<file path="src/rtl/cic_pkg.sv">
// Shared CIC helpers: width math, round-half-up shift and saturation.
// The decimator and integrator blocks reuse these helpers.
package cic_pkg;

   localparam int MAX_W = 64;

   typedef logic signed [MAX_W-1:0] wide_t;

   typedef struct packed {
      wide_t value;
      logic  sat;
   } sat_t;

   function automatic int clog2(input int v);
      int r;
      r = 0;
      while ((1 << r) < v) begin
         r++;
      end
      return r;
   endfunction

   function automatic int ch_w(input int n);
      return (n <= 1) ? 1 : clog2(n);
   endfunction

   // Each comb stage grows the word by one bit, so this width never wraps.
   function automatic int int_w(input int dw, input int ns);
      return dw + ns;
   endfunction

   function automatic wide_t round_shift(input wide_t y, input int sh);
      wide_t half;
      if (sh <= 0) begin
         return y;
      end
      half = wide_t'(1) <<< (sh - 1);
      return (y + half) >>> sh;
   endfunction

   function automatic sat_t saturate(input wide_t r, input int ow);
      wide_t hi;
      wide_t lo;
      sat_t  res;
      hi        = (wide_t'(1) <<< (ow - 1)) - wide_t'(1);
      lo        = -(wide_t'(1) <<< (ow - 1));
      res.value = r;
      res.sat   = 1'b0;
      if (r > hi) begin
         res.value = hi;
         res.sat   = 1'b1;
      end else if (r < lo) begin
         res.value = lo;
         res.sat   = 1'b1;
      end
      return res;
   endfunction

endpackage

</file>
<file path="src/rtl/cic_comb_chain_stage.sv">
// One comb stage: y = x - x*z^-M with a private M-deep delay line per channel,
// plus the valid/ch/bypass pipeline register.
module comb_stage
   import cic_pkg::*;
#(
   parameter int W      = 18,
   parameter int M      = 1,
   parameter int NUM_CH = 3,
   parameter int CH_W   = 2
) (
   input  logic                clk,
   input  logic                rst_n,
   input  logic                en,
   input  logic                clear,
   input  logic                in_valid,
   input  logic [CH_W-1:0]     in_ch,
   input  logic                in_byp,
   input  logic signed [W-1:0] in_data,
   output logic                out_valid,
   output logic [CH_W-1:0]     out_ch,
   output logic                out_byp,
   output logic signed [W-1:0] out_data
);

   logic                valid_q, valid_d;
   logic [CH_W-1:0]     ch_q, ch_d;
   logic                byp_q, byp_d;
   logic signed [W-1:0] data_q, data_d;
   logic signed [W-1:0] dly_q [NUM_CH][M];
   logic signed [W-1:0] dly_d [NUM_CH][M];

   always_comb begin
      valid_d = valid_q;
      ch_d    = ch_q;
      byp_d   = byp_q;
      data_d  = data_q;
      dly_d   = dly_q;
      if (en) begin
         valid_d = in_valid;
         if (in_valid) begin
            ch_d  = in_ch;
            byp_d = in_byp;
            if (in_byp) begin
               data_d = in_data;
            end else begin
               for (int c = 0; c < NUM_CH; c++) begin
                  if (in_ch == CH_W'(c)) begin
                     data_d      = in_data - dly_q[c][M-1];
                     dly_d[c][0] = in_data;
                     for (int k = 1; k < M; k++) begin
                        dly_d[c][k] = dly_q[c][k-1];
                     end
                  end
               end
            end
         end
      end
   end

   always_ff @(posedge clk) begin
      if (!rst_n || clear) begin
         valid_q <= 1'b0;
         ch_q    <= '0;
         byp_q   <= 1'b0;
         data_q  <= '0;
         for (int c = 0; c < NUM_CH; c++) begin
            for (int k = 0; k < M; k++) begin
               dly_q[c][k] <= '0;
            end
         end
      end else begin
         valid_q <= valid_d;
         ch_q    <= ch_d;
         byp_q   <= byp_d;
         data_q  <= data_d;
         dly_q   <= dly_d;
      end
   end

   assign out_valid = valid_q;
   assign out_ch    = ch_q;
   assign out_byp   = byp_q;
   assign out_data  = data_q;

endmodule

</file>
<file path="src/rtl/cic_comb_chain.sv">
// Multi-stage, multi-channel TDM CIC comb section with rounding shift,
// saturation, bypass and synchronous clear.
module cic_comb_chain
   import cic_pkg::*;
#(
   parameter int  DATA_WIDTH = 16,
   parameter int  OUT_WIDTH  = 16,
   parameter int  NUM_STAGES = 2,
   parameter int  DIFF_DELAY = 1,
   parameter int  NUM_CH     = 3,
   parameter int  OUT_SHIFT  = 1,
   localparam int CH_W       = ch_w(NUM_CH)
) (
   input  logic                         clk,
   input  logic                         rst_n,
   input  logic                         en,
   input  logic                         clear,
   input  logic                         bypass,
   input  logic                         in_valid,
   input  logic [CH_W-1:0]              in_ch,
   input  logic signed [DATA_WIDTH-1:0] in_data,
   output logic                         out_valid,
   output logic [CH_W-1:0]              out_ch,
   output logic signed [OUT_WIDTH-1:0]  out_data,
   output logic                         out_sat,
   output logic                         err_ch
);

   localparam int             W        = int_w(DATA_WIDTH, NUM_STAGES);
   localparam logic [CH_W:0]  NUM_CH_L = (CH_W+1)'(NUM_CH);

   logic                st_valid [NUM_STAGES+1];
   logic [CH_W-1:0]     st_ch    [NUM_STAGES+1];
   logic                st_byp   [NUM_STAGES+1];
   logic signed [W-1:0] st_data  [NUM_STAGES+1];
   logic                ch_ok;
   logic                unused_byp;

   // Out-of-range channel tags never reach the delay lines.
   assign ch_ok       = ({1'b0, in_ch} < NUM_CH_L);
   assign st_valid[0] = in_valid & ch_ok;
   assign st_ch[0]    = in_ch;
   assign st_byp[0]   = bypass;
   assign st_data[0]  = W'(in_data);
   assign unused_byp  = st_byp[NUM_STAGES];

   for (genvar s = 0; s < NUM_STAGES; s++) begin : g_stage
      comb_stage #(
         .W      (W),
         .M      (DIFF_DELAY),
         .NUM_CH (NUM_CH),
         .CH_W   (CH_W)
      ) u_stage (
         .clk       (clk),
         .rst_n     (rst_n),
         .en        (en),
         .clear     (clear),
         .in_valid  (st_valid[s]),
         .in_ch     (st_ch[s]),
         .in_byp    (st_byp[s]),
         .in_data   (st_data[s]),
         .out_valid (st_valid[s+1]),
         .out_ch    (st_ch[s+1]),
         .out_byp   (st_byp[s+1]),
         .out_data  (st_data[s+1])
      );
   end

   logic                        out_valid_q, out_valid_d;
   logic [CH_W-1:0]             out_ch_q, out_ch_d;
   logic signed [OUT_WIDTH-1:0] out_data_q, out_data_d;
   logic                        out_sat_q, out_sat_d;
   logic                        err_ch_q, err_ch_d;
   sat_t                        scaled;

   always_comb begin
      scaled      = saturate(round_shift(wide_t'(st_data[NUM_STAGES]), OUT_SHIFT), OUT_WIDTH);
      out_valid_d = out_valid_q;
      out_ch_d    = out_ch_q;
      out_data_d  = out_data_q;
      out_sat_d   = out_sat_q;
      err_ch_d    = err_ch_q;
      if (en) begin
         out_valid_d = st_valid[NUM_STAGES];
         out_sat_d   = 1'b0;
         err_ch_d    = in_valid & ~ch_ok;
         if (st_valid[NUM_STAGES]) begin
            out_ch_d   = st_ch[NUM_STAGES];
            out_data_d = OUT_WIDTH'(scaled.value);
            out_sat_d  = scaled.sat;
         end
      end
   end

   always_ff @(posedge clk) begin
      if (!rst_n || clear) begin
         out_valid_q <= 1'b0;
         out_ch_q    <= '0;
         out_data_q  <= '0;
         out_sat_q   <= 1'b0;
         err_ch_q    <= 1'b0;
      end else begin
         out_valid_q <= out_valid_d;
         out_ch_q    <= out_ch_d;
         out_data_q  <= out_data_d;
         out_sat_q   <= out_sat_d;
         err_ch_q    <= err_ch_d;
      end
   end

   assign out_valid = out_valid_q;
   assign out_ch    = out_ch_q;
   assign out_data  = out_data_q;
   assign out_sat   = out_sat_q;
   assign err_ch    = err_ch_q;

endmodule

</file>
<file path="config.mk">
export PLATFORM = sky130hd
export DESIGN_NAME = cic_comb_chain
export DESIGN_NICKNAME = d
export VERILOG_FILES = /design/src/rtl/cic_pkg.sv /design/src/rtl/cic_comb_chain_stage.sv /design/src/rtl/cic_comb_chain.sv
export SDC_FILE = /design/constraint.sdc
export NUM_CORES = 1
export LEC_CHECK = 0
export ABC_CLOCK_PERIOD_IN_PS = 8530
export CAP_MARGIN = 10
export CORE_UTILIZATION = 60
export DETAILED_ROUTE_END_ITERATION = 8
export PLACE_DENSITY = 0.85
export SYNTH_ARGS = -nofsm -noshare
export SYNTH_HDL_FRONTEND = slang
export SYNTH_SLANG_ARGS = --single-unit
</file>
<file path="constraint.sdc">
create_clock -name clk -period 8.53 [get_ports clk]
set_input_delay 0.853 -clock clk [delete_from_list [all_inputs] [get_ports clk]]
set_output_delay 0.853 -clock clk [all_outputs]
set_load 0.03 [all_outputs]
</file>
---- Yosys cells after proc, flatten, opt, wreduce, memory -nomap -nowiden ----
Cells that the tools add are included.
cells by class
  add/sub/neg operators ................... 7
  magnitude comparators ................... 3
  eq/ne operators ......................... 4
  muxes and demuxes ....................... 11
  bitwise logic cells ..................... 5
  reduce and logical (&&, ||, !) cells .... 17
operators with widths
  kind                   count
  $mux 18                8
  $sub 18x18->18         3
  $sub 16x16->17         3
  $mux 17                2
  $reduce_and 4->1       6
  $add 18x2->19 const B  1
  $gt 18x16->1 const B   1
  $lt 18x16->1 const B   1
  $reduce_bool 4->1      2
  $reduce_and 2->1       3
  $reduce_and 3->1       2
  $eq 2x1->1 const B     2
  $eq 2x2->1 const B     2
  $logic_not 2->1        2
  $not 1->1              3
  $and 1x1->1            2
  $lt 2x2->1 const B     1
  $logic_not 1->1        1
  $logic_or 1x1->1       1
  $mux 1                 1
storage, ports and cells
  bits in registers ....................... 166

---- Logic depth before layout (Yosys ltp) ----
Gate-level depths: netlist (run 1).
  depth in word-level cells ............... 5
  depth in mapped cells ................... 15

---- Modules after synthesis ----
From an unflattened synthesis (run 1), not the netlist that was laid out.
unflattened totals
  cells, all modules ...................... 1205
  area, all modules ....................... 9280.2 µm²
modules (own cells, without submodules)
  module          instances  cells an instance  area an instance (µm²)
  comb_stage      2          523                3976.3
  cic_comb_chain  1          159                1327.5

---- Worst setup path before layout (run 1) ----
No wires, ideal clock.
  path kind ............................... input port to flip-flop
  start ................................... input port in_ch[1]
  end ..................................... register g_stage[0].u_stage.data_q[14]
  arrival ................................. 3658 ps
  data required time ...................... 8415 ps
  slack ................................... 4757 ps
  cell stages on the path ................. 14
  path through ............................ buf_2 buf_1 mux2i_1 a21oi_1 ha_1 inv_1 fa_1 a21oi_1 o21ai_1 o21bai_2 o31ai_1 o31a_1 or4_1 and3_1
between the ends
  word-level cells in the longest chain between the ends .. 4
ends and longest elaborated chain
  item                   line                        text
  from (decl)            cic_comb_chain.sv:20        input logic [CH_W-1:0] in_ch,
  $eq 2x1->1             cic_comb_chain_stage.sv:47  if (in_ch == CH_W'(c)) begin
  $mux 18 (2 in series)  cic_comb_chain_stage.sv:47
  $mux 18                cic_comb_chain_stage.sv:43  if (in_byp) begin
  to (signal assigned)   cic_comb_chain_stage.sv:75  data_q <= data_d;
  to (decl)              cic_comb_chain_stage.sv:28  logic signed [W-1:0] data_q, data_d;
Parallel ways exist; a longest one is shown, timed or not.
A chain may end at the register's enable or synchronous reset.

---- Worst setup path after layout (run 1) ----
Ends and elaborated chain as after synthesis.

==> impl_metrics.toml, run 1 <==
[die]
start_util_pct = 61.6
dieArea_sq_um = 15400
core-area_sq_um = 14500
rows = 44
die_x_um = 124
fp.dieH_um = 124
io_pins = 45

[worst_setup_path]
r2r_slack_ps = 5040
rr_worst_depth = 11
path_cells = "buf_2 > mux2i_1 > a21oi_1 > ha_1 > inv_1 > fa_1 > a21oi_1 > o21ai_1 > o21bai_2 > o31ai_1 > o31a_1 > or4_1 > and3_1"
slowest_stage = "buf_2"
cp_max_fo = 39
crit_path_start = "in_ch[1]"
crit_top_cell = "a21oi_1"
max_stage_delay_ps = 680
reg2reg_to = "g_stage[1].u_stage.out_data[16]"
regToRegStartpoint = "g_stage[0].u_stage.out_ch[1]"
crit_buf_inv = 2
crit_type = "input port to register"
endpoint_kind = "register"
cpLargestDelayFamily = "compound AO/OA/AOI/OAI gates"
cp-start-kind = "input port"
cp.required_ps = 8860
arrival_ps = 4140

[timing]
drv_slew = 0
finalSetupViolations = 0
hold_violations = 0
fin_crit_ps = 3810
tns_ps = 0
fin_worst_skew_ps = 9.81
slew_headroom_pct = 16.6
layout_setup_ws_ps = 4720
rsz0062_at_grt = "false"
fmax_ghz = 0.263
timing.hold.ws_ps = 452
period_share_pct = 44.6
tightestPinTransition_ps = 1250

[pwr]
finalPower_mw = 1.80
pwr-share-seq_pct = 42.6
p_int_mw = 1.35
share_comb_of_total_power_pct = 11.5
switching_share_pct = 25.0
p_leak_nw = 3.66
pwr-share-clk_pct = 45.9
p_sw_uw = 452
powerDensity_nw_per_um2 = 180
ir_drop_mv = 0.152

[global_routing]
grt_pass1_wl_mm = 35.3
track_usage_pct = 29.3
first_global_vias = 7390
grt_max_degree = 104
grt_overflow = 0
antenna_found_initial = 0

[cells_and_area]
final_cell_mix = "nand2_1, dfxtp_1, a21oi_1"
final_cell_area_sq_um = 10000
fillers = 1168
register_area_sq_um = 3240
final_util_pct = 69.0
fin_cells = 1327
area_growth_pct = 12.1
multi_input_area_sq_um = 5340
layout-drive-gt1-share_pct = 7.96
layout_commonest_cell = "nand2_1"
diodes = 0
fin_nets = 1190

[cts]
cts_tree = "done"
clock_latency_ps = 430
post_cts.repair.setup_buffers = 0
numCtsBuffers = 17
postCtsHoldBufs = 0
clk_pin_slew_ps = 60
cts_root_buf = "clkbuf_16"
clockBufferDepth = 2
cts_sinks = 162
htree_levels = 4
cts_resized = 0

[yosys]
yosysSeqAreaShare_pct = 36.3
synth_top_area_cell = "dfxtp_1"
synth_top_cell_area_share_pct = 36.3
synth.distinct_cells = 65
synth.area.top_cells = "dfxtp_1, nand2_1, mux2i_1, a21oi_1, ha_1"
synth_async_sr_flop_share_pct = 0
ys.flop_type = "dfxtp_1"
synth_area_sq_um = 8950
ys_ff_latch = 162
synth_edf_count = 0
synth_fp_nets = 1190
postSynthAreaPerCell_sq_um = 7.92
synth_cells = 1130
ys_warn_count = 0

[worst_hold_path]
min_to = "g_stage[1].u_stage.dly_q[1]"
hold_class = "register to register"
hold_start = "g_stage[1].u_stage.dly_q[1]"
hold_depth = 2

[detailed_routing]
drc_errors = 0
detail-route-antenna-nets = 0
dr.pass1.iters = 6
via_per_inst = 5.99
wl_per_cell_um = 16.3
drtIter0Drc = 621
vias = 7949
routed_wl_mm = 21.7

[placed_design]
post-place-ws_ps = 4320
place_congestion = 0.919
dpl-instance-area_sq_um = 9390
io_buffer_count = 44
placed_cells = 1295
hpwl_mm = 14.1

[run_status]
status = "complete, no violations"

[job]
cap_violations = 0
[area by class of cell]
class	instances	area share [%]
Multi-Input combinational cell	879	53.3
Inverter	15	0.561
Tap cell	184	2.30
Clock inverter	11	1.75
Clock buffer	21	4.59
Timing Repair Buffer	55	5.17
Sequential cell	162	32.4
[synth_stat cells, drive strengths merged, types with 2 or more instances]
master / n
nand4: 8
nor4: 3
and4: 3
buf: 22
o21a: 8
o21bai: 3
fa: 2
a21oi: 120
xor2: 21
nand3b: 2
a2111oi: 3
o211a: 2
and3: 7
ha: 34
and2: 4
a211oi: 11
a311oi: 4
nand3: 17
a211o: 3
nor2b: 8
o22ai: 15
nand4b: 2
nand2: 241
clkbuf: 52
a31oi: 12
nand2b: 15
inv: 14
nor2: 103
o211ai: 5
xnor2: 15
nor3: 12
dfxtp: 162
o41ai: 2
o21ai: 66
or4: 2
a21o: 6
mux2i: 68
o31ai: 3
mux2: 32
o31a: 3
or3: 2
[flip-flops by register name, summed over array words and instances, names as in the netlist]
register and count:
g_stage.u_stage.out_ch 4, g_stage.u_stage.out_byp 1, out_data 16, err_ch 1
out_ch 2, g_stage.u_stage.dly_q 99, g_stage.u_stage.out_data 35, out_valid 1
g_stage.u_stage.out_valid 2, out_sat 1
[worst reg2reg max path: stages, from the launching register on]
cell	delay, ps
dfxtp_2	350
buf_4	490
mux2_2	420
o21ai_0	240
ha_1	350
o21a_1	200
o211ai_1	210
a211oi_1	100
o41ai_1	570
o21ai_1	190
xnor2_1	170
a21oi_1	80
[worst max path at each step]
stage | to | slack [ps] | depth (start not counted)
after global placement | g_stage[0].u_stage.out_data[14] | 4410 | 14
after global routing | g_stage[0].u_stage.out_data[14] | 4520 | 13
after detailed placement | g_stage[0].u_stage.out_data[14] | 4320 | 14
after CTS | g_stage[0].u_stage.out_data[14] | 4760 | 14
after floorplan | g_stage[0].u_stage.out_data[14] | 4760 | 14
final | g_stage[0].u_stage.out_data[14] | 4720 | 13
[power groups by stage]
stage          logic [mW]  clock network (mW)  registers (mW)
3_3_place_gp        0.197                   0           0.785
3_5_place_dp        0.201                   0           0.785
4_1_cts             0.205               0.832           0.769
6_report            0.208               0.828           0.769
5_1_grt             0.228               0.866           0.769
2_1_floorplan       0.153                   0           0.782
[cell families after synthesis]
family | share of synthesized area, %
AO/OA/AOI/OAI | 18.5
adder cells (fa/ha/maj) | 5.20
buffers and inverters | 4.13
flip-flops | 36.3
multiplexers | 11.6
XOR/XNOR | 3.52
AND/OR/NAND/NOR | 20.7
[routing by layer]
layer  vias to the layer above  track usage [%]  routed length, um
li1                       3937                -                  -
met1                      3721             37.3               9850
met2                       236             47.5              10000
met3                        55             5.49               1090
met4                         0             13.9                702
met5                         -                0                  0
Note: power is estimated with default switching activity, not from simulation.
==> run 2, diff against run 1 <==
Settings changed: ABC_CLOCK_PERIOD_IN_PS 8530 to 3900.
Clock period 8.53 ns to 3.9 ns, I/O delays scaled along.
==> run 2 against run 1 <==
Effect of this change: clock-buffer cell count did not move; setup slack got worse by 4100 ps; sequential share of layout area fell by 0.13 points; sequential cell count unchanged; critical path type is now register to register; largest cell class unchanged; largest power group is now sequential cells.
==> impl_metrics.toml, run 2 (synthesis gave the netlist of run 1 again) <==
[worst_setup_path]
cp_max_fo = 26
path_cells = "mux2_2 > o21a_1 > inv_1 > ha_1 > nor2b_1 > o31a_1 > o32ai_4 > nor2_1 > nor2_1 > xor2_1 > a2111oi_0"
r2r_slack_ps = 580
crit_path_start = "g_stage[0].u_stage.out_ch[1]"
cp-start-kind = "register"
crit_top_cell = "nor2_1"
rr_worst_depth = 11
slowest_stage = "dfxtp_2"
endpoint = "g_stage[1].u_stage.out_data[9]"
arrival_ps = 3620
endpoint_kind = "register"
regToRegStartpoint = "g_stage[0].u_stage.out_ch[1]"
max_stage_delay_ps = 790
cp.required_ps = 4200
crit_type = "register to register"
reg2reg_to = "g_stage[1].u_stage.out_data[9]"

[cells_and_area]
area_growth_pct = 12.6
final_cell_area_sq_um = 10100
diodes = 0
layout_commonest_cell = "nand2_1"
largest_reg_flops = 99
top_register = "g_stage.u_stage.dly_q"
fin_cells = 1337
fin_nets = 1200
final_util_pct = 69.3
layout-drive-gt1-share_pct = 8.76
fillers = 1130
final_cell_mix = "nand2_1, dfxtp_1, a21oi_1"

[global_routing]
first_global_vias = 7711
use_met2_pct = 49.6
busiest_layer = "met2"
met1_usage_pct = 37.2
met3_usage_pct = 5.54
antenna_found_initial = 0
track_usage_pct = 30.0
grt_max_degree = 69
grt_pass1_wl_mm = 36.5
grt_overflow = 0

[cts]
numCtsBuffers = 17
htree_levels = 4
clk_pin_slew_ps = 60
cts_sinks = 162
cts_tree = "done"
cts_resized = 0
clock_latency_ps = 430
post_cts.repair.setup_buffers = 0
clockBufferDepth = 2
postCtsHoldBufs = 0
cts_root_buf = "clkbuf_16"

[timing]
layout_setup_ws_ps = 575
fin_worst_skew_ps = 7.17
fmax_ghz = 0.301
finalSetupViolations = 0
tns_ps = 0
timing.hold.ws_ps = 455
period_share_pct = 85.2
rsz0062_at_grt = "false"
tightestPinTransition_ps = 855
fin_crit_ps = 3320
hold_violations = 0
slew_headroom_pct = 43.0
drv_slew = 0

[die]
core-area_sq_um = 14500
rows = 44
dieArea_sq_um = 15400
die_x_um = 124
io_pins = 45
fp.dieH_um = 124
start_util_pct = 61.6

[placed_design]
io_buffer_count = 44
post-place-ws_ps = 377
place_congestion = 0.948
dpl-instance-area_sq_um = 9480
hpwl_mm = 14.7
placed_cells = 1305

[detailed_routing]
dr.pass1.iters = 6
routed_wl_mm = 21.7
wl_per_cell_um = 16.3
detail-route-antenna-nets = 0
drc_errors = 0
vias = 8062
via_per_inst = 6.03
drtIter0Drc = 605

[pwr]
finalPower_mw = 3.81
ir_drop_mv = 0.302
powerDensity_nw_per_um2 = 378
p_leak_nw = 3.68

[run_status]
status = "complete, no violations"

[job]
cap_violations = 0

[worst_hold_path]
hold_class = "register to register"
[run 2: cell types whose count changed in the layout (fill, tap and decap cells not counted)]
cell,before,now
clkinvlp_4,2,5
inv_6,2,1
buf_4,11,20
bufinv_16,4,2
buf_12,0,1
[run 2: routing by layer]
metal  share of wire [%]  wire [um]  vias to the layer above
met3                 5.3       1150                       59
met2                  47      10200                      284
li1                    -          -                     3954
met4                 3.4        736                        0
met5                   0          0                        -
met1                  44       9610                     3765
[run 2: report_power, final]
part / leakage [nW] / internal [mW] / switching (mW)
clock network: 0.272 / 0.979 / 0.686
logic: 2.10 / 0.188 / 0.268
registers: 1.31 / 1.66 / 0.0196
[run 2: worst min path at each step]
stage / start / end / slack (ps) / cells past startpoint
floorplan: g_stage[1].u_stage.out_ch[0] / out_ch[0] / 430 / 2
global placement: g_stage[1].u_stage.dly_q[9] / g_stage[1].u_stage.dly_q[9] / 440 / 2
detailed placement: g_stage[1].u_stage.dly_q[12] / g_stage[1].u_stage.dly_q[12] / 450 / 2
CTS: g_stage[1].u_stage.dly_q[0] / g_stage[1].u_stage.dly_q[0] / 460 / 2
global route: g_stage[1].u_stage.dly_q[4] / g_stage[1].u_stage.dly_q[4] / 470 / 2
finish: g_stage[1].u_stage.dly_q[0] / g_stage[1].u_stage.dly_q[0] / 460 / 2
[run 2: worst max-delay path: cells and delay by family, from the launching register on]
kind                       cells  cell delay, ps
buffers and inverters          1              60
muxes                          1             400
DFF                            1             790
adders and majority gates      1             210
and+or+nand+nor                3             360
AOI/OAI and AO/OA              4            1280
xor gates and xnor gates       1             100
[run 2: cell type report]
cell class              count  area, sq um  share of cell area (%)
clock inverters            11          129                    1.28
multi-input cells         879         5340                    53.1
flip-flops and latches    162         3240                    32.2
repair buffers             65          606                    6.01
clock buffers              21          460                    4.57
well taps                 184          230                    2.29
inverters                  15         56.3                   0.559
==> RTL edit (flow settings as in run 2) <==
`NUM_CH` is set to 3 in 2 places; all go to 6.
--- a/src/rtl/cic_comb_chain_stage.sv
+++ b/src/rtl/cic_comb_chain_stage.sv
@@ -7,3 +7,3 @@
    parameter int M      = 1,
-   parameter int NUM_CH = 3,
+   parameter int NUM_CH = 6,
    parameter int CH_W   = 2
--- a/src/rtl/cic_comb_chain.sv
+++ b/src/rtl/cic_comb_chain.sv
@@ -9,3 +9,3 @@
    parameter int  DIFF_DELAY = 1,
-   parameter int  NUM_CH     = 3,
+   parameter int  NUM_CH     = 6,
    parameter int  OUT_SHIFT  = 1,
Interface: changed (resized in_ch and out_ch); port bits go from 45 to 47. The function was not compared with the original's and may differ.
==> RTL edit against run 2 <==
  * Utilization rose by 0.45 points
  * Clock skew rose by 0.0041 ns
  * Sequential share of layout area rose by 2.6 points
  * Design area rose by 51%
  * Sequential power rose by 62%
  * Total power rose by 65%
  * Setup slack got worse by 0.42 ns
  * Area after synthesis rose by 50%
  * Wire length rose by 77%
  * Sequential cell count rose by 102
  * Critical path type unchanged
  * Highest routed layer unchanged
==> RTL edit: results (changes against run 2) <==
OUTCOME='complete, no violations'
GRT_USE_MET1_PCT=42.5  # +5.4 points
DR_TOTAL_VIAS=13200  # +63%
YOSYS-MUX-AREA-FRACTION_PCT=1.79  # -9.8 points
FINAL.SIGNAL_INVERTER_COUNT=13  # -2
AREA_SHARE_NONCLK_BUFFERS_PCT=6.91  # +0.90 points
SKEW_NS=0.0113  # +0.00408 ns
ARRIVAL_NS=4.19  # +0.57 ns
GRT.MET3_USAGE_PCT=6.14  # +0.60 points
MIN-DELAY-PATH-CLASS='input port to register'
NETLIST_TOP_CELLS_AREA='dfxtp_1 39%, nand2_1 14%, a21oi_1 12%'
BUFFER_COUNT_EXCLUDING_THE_CLOCK_TREE_IN_THE_FINAL_LAYOUT=119  # +83%
LAYOUT.CLOCK.CELL_AREA_SHARE_PCT=6.57  # +0.72 points
CPPEAKSTAGEDELAY_NS=0.39  # -0.40 ns
SYNTH-SEQ-AREA-SHARE_PCT=39.5  # +3.2 points
STATIC-LEAKAGE-POWER_uW=0.00545  # +48%
WORST-PATH-MAX-FANOUT=7  # -73%
MET3_LENGTH_UM=3340  # +190%
POSTLAYOUTCELLAREA_UM2=15200  # +51%
INSERTION_DELAY_OF_THE_LATER_CLOCKED_PIN_IN_THE_WORST_SKEW_PAIR_NS=0.55  # +0.12 ns
POWER.INTERNAL_uW=4720  # +67%
GROUTE.USAGE.OVERALL_PCT=33.0  # +3.0 points
NET-SWITCHING-POWER_uW=1550  # +59%
GP_ROUTABILITY_CONGESTION=0.941  # -0.69%
POST_DRT_WL_PER_CELL_UM=18.1  # +11%
[RTL edit: cell families (layout without fill, tap and decap cells)]
| kind of cell | Yosys count | in the layout |
|---|---|---|
| xor+xnor | 31 | 31 |
| buf+inv | 160 | 184 |
| flops | 264 | 264 |
| mux | 24 | 24 |
| fa+ha+maj | 36 | 36 |
| compound gates | 570 | 570 |
| simple gates | 735 | 735 |
[RTL edit: worst paths after layout]
kind         cells past startpoint                                      endpoint  slack [ns]                                 startpoint
max                             16  g_stage[1].u_stage.out_data[15]$_SDFFE_PP0P_        0.15  g_stage[0].u_stage.out_ch[0]$_SDFFE_PP0P_
min                              3     g_stage[0].u_stage.out_ch[0]$_SDFFE_PP0P_        0.32                                   in_ch[0]
max reg2reg                     16  g_stage[1].u_stage.out_data[15]$_SDFFE_PP0P_        0.15  g_stage[0].u_stage.out_ch[0]$_SDFFE_PP0P_
min reg2reg                      2     g_stage[1].u_stage.dly_q[66]$_SDFFE_PP0P_        0.45  g_stage[1].u_stage.dly_q[66]$_SDFFE_PP0P_
